### src/rtl/writeback_arbiter.sv
// Writeback arbiter: merges ALU results and formatted load data onto the single
// register-file write port. Optional feature macro: WB_LOAD_BYPASS_EN.
module writeback_arbiter #(
  parameter int DATA_W   = 32,
  parameter int REG_AW   = 5,
  parameter int LQ_DEPTH = 4
) (
  input  logic              clk,
  input  logic              rst,
  input  logic              alu_valid,
  input  logic [REG_AW-1:0] alu_rd,
  input  logic [DATA_W-1:0] alu_result,
  input  logic              mem_valid,
  output logic              mem_ready,
  input  logic [REG_AW-1:0] mem_rd,
  input  logic [2:0]        mem_funct3,
  input  logic [1:0]        mem_addr_lo,
  input  logic [DATA_W-1:0] mem_rdata,
  output logic [31:0]       pending_mask,
  output logic              regWrite,
  output logic [REG_AW-1:0] writeRegister,
  output logic [DATA_W-1:0] writeData
);
  localparam int PTR_W = $clog2(LQ_DEPTH);
  localparam int CNT_W = PTR_W + 1;

  logic [PTR_W-1:0]    head;
  logic [PTR_W-1:0]    tail;
  logic [CNT_W-1:0]    count;
  logic [LQ_DEPTH-1:0] q_live;
  logic [REG_AW-1:0]   q_rd   [LQ_DEPTH];
  logic [DATA_W-1:0]   q_data [LQ_DEPTH];

  logic              accept;
  logic              bypass;
  logic              push;
  logic              pop;
  logic              push_live;
  logic [DATA_W-1:0] load_data;

  // Byte/halfword selection and extension; undefined funct3 behaves as LW.
  function automatic logic [DATA_W-1:0] format_load(input logic [2:0]        f3,
                                                    input logic [1:0]        off,
                                                    input logic [DATA_W-1:0] w);
    logic [7:0]        b;
    logic [15:0]       h;
    logic [DATA_W-1:0] r;
    b = w[{off, 3'b000} +: 8];
    h = w[{off[1], 4'b0000} +: 16];
    case (f3)
      3'b000:  r = {{(DATA_W-8){b[7]}}, b};
      3'b001:  r = {{(DATA_W-16){h[15]}}, h};
      3'b100:  r = {{(DATA_W-8){1'b0}}, b};
      3'b101:  r = {{(DATA_W-16){1'b0}}, h};
      default: r = w;
    endcase
    return r;
  endfunction

  assign mem_ready = (count < CNT_W'(LQ_DEPTH));
  assign accept    = mem_valid && mem_ready;
  assign pop       = !alu_valid && (count != '0);
  assign load_data = format_load(mem_funct3, mem_addr_lo, mem_rdata);
  // A load racing an ALU write to the same register is already stale.
  assign push_live = !(alu_valid && (alu_rd == mem_rd));

`ifdef WB_LOAD_BYPASS_EN
  assign bypass = accept && !alu_valid && (q_live == '0);
`else
  assign bypass = 1'b0;
`endif

  assign push = accept && !bypass;

  always_comb begin
    pending_mask = '0;
    for (int i = 0; i < LQ_DEPTH; i++) begin
      if (q_live[i]) pending_mask = pending_mask | (32'd1 << q_rd[i]);
    end
    pending_mask[0] = 1'b0;
  end

  always_ff @(posedge clk) begin
    if (rst) begin
      head          <= '0;
      tail          <= '0;
      count         <= '0;
      q_live        <= '0;
      regWrite      <= 1'b0;
      writeRegister <= '0;
      writeData     <= '0;
    end else begin
      // Index/data only move on a real write so they stay stable otherwise.
      regWrite <= 1'b0;
      if (alu_valid) begin
        if (alu_rd != '0) begin
          regWrite      <= 1'b1;
          writeRegister <= alu_rd;
          writeData     <= alu_result;
        end
      end else if (bypass) begin
        if (mem_rd != '0) begin
          regWrite      <= 1'b1;
          writeRegister <= mem_rd;
          writeData     <= load_data;
        end
      end else if (pop && q_live[head] && (q_rd[head] != '0)) begin
        regWrite      <= 1'b1;
        writeRegister <= q_rd[head];
        writeData     <= q_data[head];
      end

      for (int i = 0; i < LQ_DEPTH; i++) begin
        if (alu_valid && (q_rd[i] == alu_rd)) q_live[i] <= 1'b0;
      end
      if (pop) begin
        q_live[head] <= 1'b0;
        head         <= head + PTR_W'(1);
      end
      if (push) begin
        q_live[tail] <= push_live;
        tail         <= tail + PTR_W'(1);
      end
      count <= count + CNT_W'(push) - CNT_W'(pop);
    end
  end

  always_ff @(posedge clk) begin
    if (push) begin
      q_rd[tail]   <= mem_rd;
      q_data[tail] <= load_data;
    end
  end
endmodule

### config.mk
export PLATFORM = sky130hd
export DESIGN_NAME = writeback_arbiter
export DESIGN_NICKNAME = d
export VERILOG_FILES = /design/src/rtl/writeback_arbiter.sv
export SDC_FILE = /design/constraint.sdc
export NUM_CORES = 1
export LEC_CHECK = 0
export ABC_AREA = 1
export CORE_UTILIZATION = 55
export DETAILED_ROUTE_END_ITERATION = 10
export HOLD_SLACK_MARGIN = 0.03
export PLACE_DENSITY = 0.81
export SLEW_MARGIN = 20
export SYNTH_ARGS = -nofsm -noshare
export SYNTH_HDL_FRONTEND = slang
export SYNTH_SLANG_ARGS = --single-unit
### constraint.sdc
create_clock -name clk -period 2.7 [get_ports clk]
set_clock_uncertainty 0.15 [all_clocks]
set_input_delay 0.54 -clock clk [delete_from_list [all_inputs] [get_ports clk]]
set_output_delay 0.54 -clock clk [all_outputs]
set_load 0.05 [all_outputs]
# --- Word-level counts from Yosys, hierarchy flattened ---
# Memories as Yosys holds them, arrays and structs flattened. A register that Yosys moved wholly into a read port is not among the register bits.
# Index checks and enable logic that the tools add are counted.
word_totals:
  ff_bits: 49
  ram_bits: 148
  input_bits: 83
  out_inout_bits: 71
  wordCells: 95
  mem_count: 2
classes:
  n_addsub: 4
  order_cmp: 5
  eq_ne: 9
  shift: 6
  muxes: 38
  bitwise: 5
  n_reduce_logical: 19
memory_table:
  columns: ["memory", "depth", "width", "rd", "rd_clocked_by_memory_dff", "wr", "line", "rtl"]
  rows:
  - ["q_data", 4, 32, 1, 1, 1, "32", "logic [DATA_W-1:0] q_data [LQ_DEPTH];"]
  - ["q_rd", 4, 5, 5, 1, 1, "31", "logic [REG_AW-1:0] q_rd [LQ_DEPTH];"]
ops:
  columns: ["op", "count"]
  rows:
  - ["2-to-1 mux 32 bit", 7]
  - ["case mux 32 bit (4 select lines)", 1]
  - ["left shift 1 x 5 -> 32 bit (first input constant)", 4]
  - ["OR 32 bit", 3]
  - ["indexed part select 32 x 6 -> 16 bit", 1]
  - ["indexed part select 32 x 6 -> 8 bit", 1]
  - ["equality test 5 bit", 5]
  - ["2-to-1 mux 1 bit", 16]
  - ["2-to-1 mux 5 bit", 3]
  - ["2-to-1 mux 4 bit", 3]
  - ["logical AND 1 bit", 11]
  - ["nonzero test 5 bit", 2]
  - ["2-to-1 mux 2 bit", 4]
  - ["equality test 3 bit (second input constant)", 2]
  - ["< comparator 2 x 3 -> 1 bit (second input constant)", 2]
  - ["adder 2 x 1 -> 2 bit (second input constant)", 2]
  - ["bitwise AND 4 bit", 1]
  - ["bitwise mux 4 bit", 1]
  - ["demux 1 bit (select 2 bit)", 2]
  - ["greater-or-equal comparator 2 x 1 -> 1 bit (second input constant)", 2]
  - ["inverter 4 bit", 1]
  - ["adder 3 x 1 -> 3 bit", 1]
  - ["equality test 3 x 1 -> 1 bit (second input constant)", 1]
  - ["zero test 3 bit", 1]
  - ["8 further kinds", 9]

# --- Longest topological paths before layout ---
logic_depth:
  ltp_word: 10
  mapped_depth: 12
  mapped_depth_nobuf: 9

# --- Worst setup path after synthesis ---
# No wires, ideal clock.
synth_path:
  path_kind: "reg2out"
  startpoint: "mem q_rd[0][2]"
  endpoint: "out pending_mask[13]"
  arrival_ps: 1850
  t_required_ps: 2010
  setup_slack_ps: 160
  path_stages_with_launch: 6
  path_buffers: 1
  cell_sequence: "edfxtp_1 > clkbuf_1 > inv_1 > nor3_1 > nand2_1 > o2111ai_1"
synth_rtl:
  columns: ["element", "line", "rtl"]
  rows:
  - ["start: declaration", "31", null]
  - ["end: declaration", "19", "output logic [31:0] pending_mask,"]

==> results.py <==
metrics = {
    "yosys": {
        "synth_cell_types": 35,
        "yosysTopAreaCellShare_pct": 42.7,
        "netlist.top_cell.by_area": "edfxtp_1",
        "yosysSeqAreaShare_pct": 52.5,
        "syn_nets": 1370,
        "ys_async_sr_fraction_pct": 0,
        "ys_ff_latch": 199,
        "synthesis.area_mm2": 0.0104,
        "synth_cells": 1276,
        "synth_warnings": 0,
        "synth_common_cells": "nand2_1 (289), nor2_1 (156), edfxtp_1 (148), inv_1 (121), o21ai_0 (109)",
        "synth_flop_cell": "edfxtp_1",
        "yosys.cell_count.top_type": "nand2_1",
        "synth_enable_flop_cells": 148,
        "synth.top_cells.by_area": "edfxtp_1 (43%), nand2_1 (10%), dfxtp_1 (9.8%)",
        "synth.avg_cell_area_um2": 8.16,
    },
    "layout": {
        "n_fill_cell": 1303,
        "syn_to_final_growth_pct": 31.9,
        "diodes": 0,
        "drive_gt1_share_pct": 12.7,
        "final_nets": 1549,
    },
    "clock_network": {
        "clock_latency_ps": 440,
        "h-tree-depth": 4,
        "cts_made_buffers": 17,
        "clock-sinks": 199,
        "cts_tree": "done",
        "cts.path.max_buffers": 2,
        "postCtsHoldBufs": 0,
        "cts-root-buf": "clkbuf_16",
        "clkTransAtPathRegs_ps": 80,
    },
    "floorplanning": {
        "num_rows": 49,
        "core_mm2": 0.0183,
        "io_pins": 154,
        "initial_utilization_pct": 57.0,
        "die_height_um": 140,
        "dieArea_mm2": 0.0195,
        "die_w_um": 140,
    },
    "setup_path": {
        "crit_path_end_kind": "output port",
        "worstPathMaxFanout": 4,
        "crit_required_ps": 2010,
        "r2r_slack_ps": 160,
        "regToRegEndpoint": "writeData[22]$_SDFFE_PP0P_",
        "r2r_cells": 10,
        "worst_setup_path_start_kind": "flip-flop",
        "critical_path_class": "reg2out",
        "critPathArrivalTime_ps": 2020,
    },
    "timing": {
        "whs_ps": 322,
        "setup_violations": 1,
        "setup_ws_ps": -14.0,
        "period_share_pct": 101,
        "rsz0062_at_grt": "true",
        "max_freq_mhz": 368,
        "period_minus_slack_ps": 2710,
        "tightest_slew_ps": 631,
        "drv_slew": 0,
        "relSlewSlack_pct": 57.9,
        "finalHoldViolCount": 0,
    },
    "worst_hold_path": {
        "hp-class": "in2reg",
        "min_from": "alu_valid",
        "holdPathStages": 3,
    },
    "global_routing": {
        "grt_antenna_before_repair": 0,
        "grt_overflow": 0,
        "grt_pass1_vias": 9149,
        "grtUsageTotal_pct": 33.8,
        "grt_pass1_wl_um": 50200,
        "grt_max_degree": 71,
    },
    "pwr": {
        "peakVddDrop_mv": 0.603,
        "power.density_mw_per_mm2": 732,
        "p_leak_uw": 0.00556,
    },
    "drt": {
        "first_pass_iters": 6,
        "wl_per_cell_um": 19.3,
        "routed_wl_um": 32800,
        "ant_nets": 0,
        "drt-vias-per-instance": 6.07,
        "drc_errors": 0,
        "drt_iter0_drc": 1332,
        "via_count": 10300,
    },
    "placed_design": {
        "place_congestion": 1.04,
        "post-dp-hpwl_um": 21600,
        "post-place-ws_ps": 167,
        "port_buffers": 152,
    },
    "status": {
        "violations": "setup timing",
        "outcome": "finished, violations left",
    },
    "job": {
        "maxCapViolCount": 0,
    },
}
[stage by stage]
step | power (µW) | utilization [%] | std cells | TNS [ps] | instance area, µm²
6_report | 10100 | 75.2 | 1697 | -14.0 | 13700
5_1_grt | 10500 | 75.2 | 1697 | -629 | 13700
4_1_cts | 9930 | 73.7 | 1682 | -15.7 | 13500
3_5_place_dp | 7310 | 69.8 | 1644 | 0 | 12800
3_3_place_gp | 7230 | 69.8 | 1644 | 0 | 12800
2_1_floorplan | 6150 | - | 1276 | 0 | 10400
[cell type report]
type | instances | area, µm² | share of cell area [%]
flip-flops and latches | 199 | 5470 | 39.8
repair buffers | 233 | 2540 | 18.5
clock buffers | 17 | 425 | 3.10
multi-input cells | 876 | 4340 | 31.6
well taps | 229 | 287 | 2.09
inverters | 128 | 484 | 3.52
clock inverters | 15 | 198 | 1.44
[critical path: stages, from the launching register on]
cell       delay, ps
edfxtp_1         520
buf_6            190
nor3_2           260
nand2_1          180
o2111ai_2        270
buf_12           170
[state kept, by name (all words and copies together) (netlist names), named ones only]
| signal | cells |
|---|---|
| count | 3 |
| q_data | 128 |
| q_live | 4 |
| regWrite | 1 |
| tail | 2 |
| writeRegister | 5 |
| q_rd | 20 |
| head | 2 |
| writeData | 32 |
[per-layer routing]
metal | vias up | part of all wire, % | global-route usage (%)
met5 | - | 0 | 0
li1 | 4709 | - | -
met4 | 0 | 2.8 | 12.6
met2 | 749 | 45 | 51.0
met3 | 86 | 11 | 5.71
met1 | 4761 | 41 | 48.9
[worst max-delay path by stage]
stage                         startpoint                      end  slack [ps]
finish              q_rd[0][1]$_DFFE_PP_         pending_mask[13]         -10
global placement          mem_addr_lo[1]  q_data[0][30]$_DFFE_PP_         250
floorplan           q_rd[0][2]$_DFFE_PP_         pending_mask[13]         160
global route        q_rd[0][1]$_DFFE_PP_         pending_mask[13]        -110
detailed placement        mem_addr_lo[1]  q_data[1][30]$_DFFE_PP_         170
CTS                 q_rd[0][1]$_DFFE_PP_         pending_mask[11]         -10
[layout by cell type, fill, tap and decap left out, types with 39 or more instances in the layout]
master,netlist,layout
o21ai_0,109,109
nor2_1,156,156
clkdlybuf4s50_1,0,120
dfxtp_1,51,50
buf_4,6,72
inv_1,121,117
buf_12,0,39
nand3_1,88,88
nand2_1,289,288
edfxtp_1,148,148
a21oi_1,81,81
o22ai_1,47,47
[logic make-up (layout without fill, tap and decap cells)]
kind of cell               after synthesis  count (layout)  share of synthesized area, %
adders and majority gates               11              11                          1.39
buffers and inverters                  202             393                          7.90
AOI/OAI and AO/OA                      279             280                          15.2
other                                    1               1                        0.0360
xor gates and xnor gates                 2               2                         0.168
DFF                                    199             199                          52.5
and+or+nand+nor                        582             582                          22.8
[where the power goes]
group | leakage (µW) | switching, µW | internal (µW)
registers | 0.00178 | 230 | 3730
clock network | 0.000302 | 1250 | 1340
logic | 0.00347 | 2350 | 1150
[repair_timing]
action	4_1_cts	5_1_grt
hold endpoints to repair	0	0
pin swaps	0	5
gates resized for setup	8	30
endpoints found under the setup margin	16	52
setup buffers	6	14
gates cloned	0	1
Power figures use the tool's default switching activity.
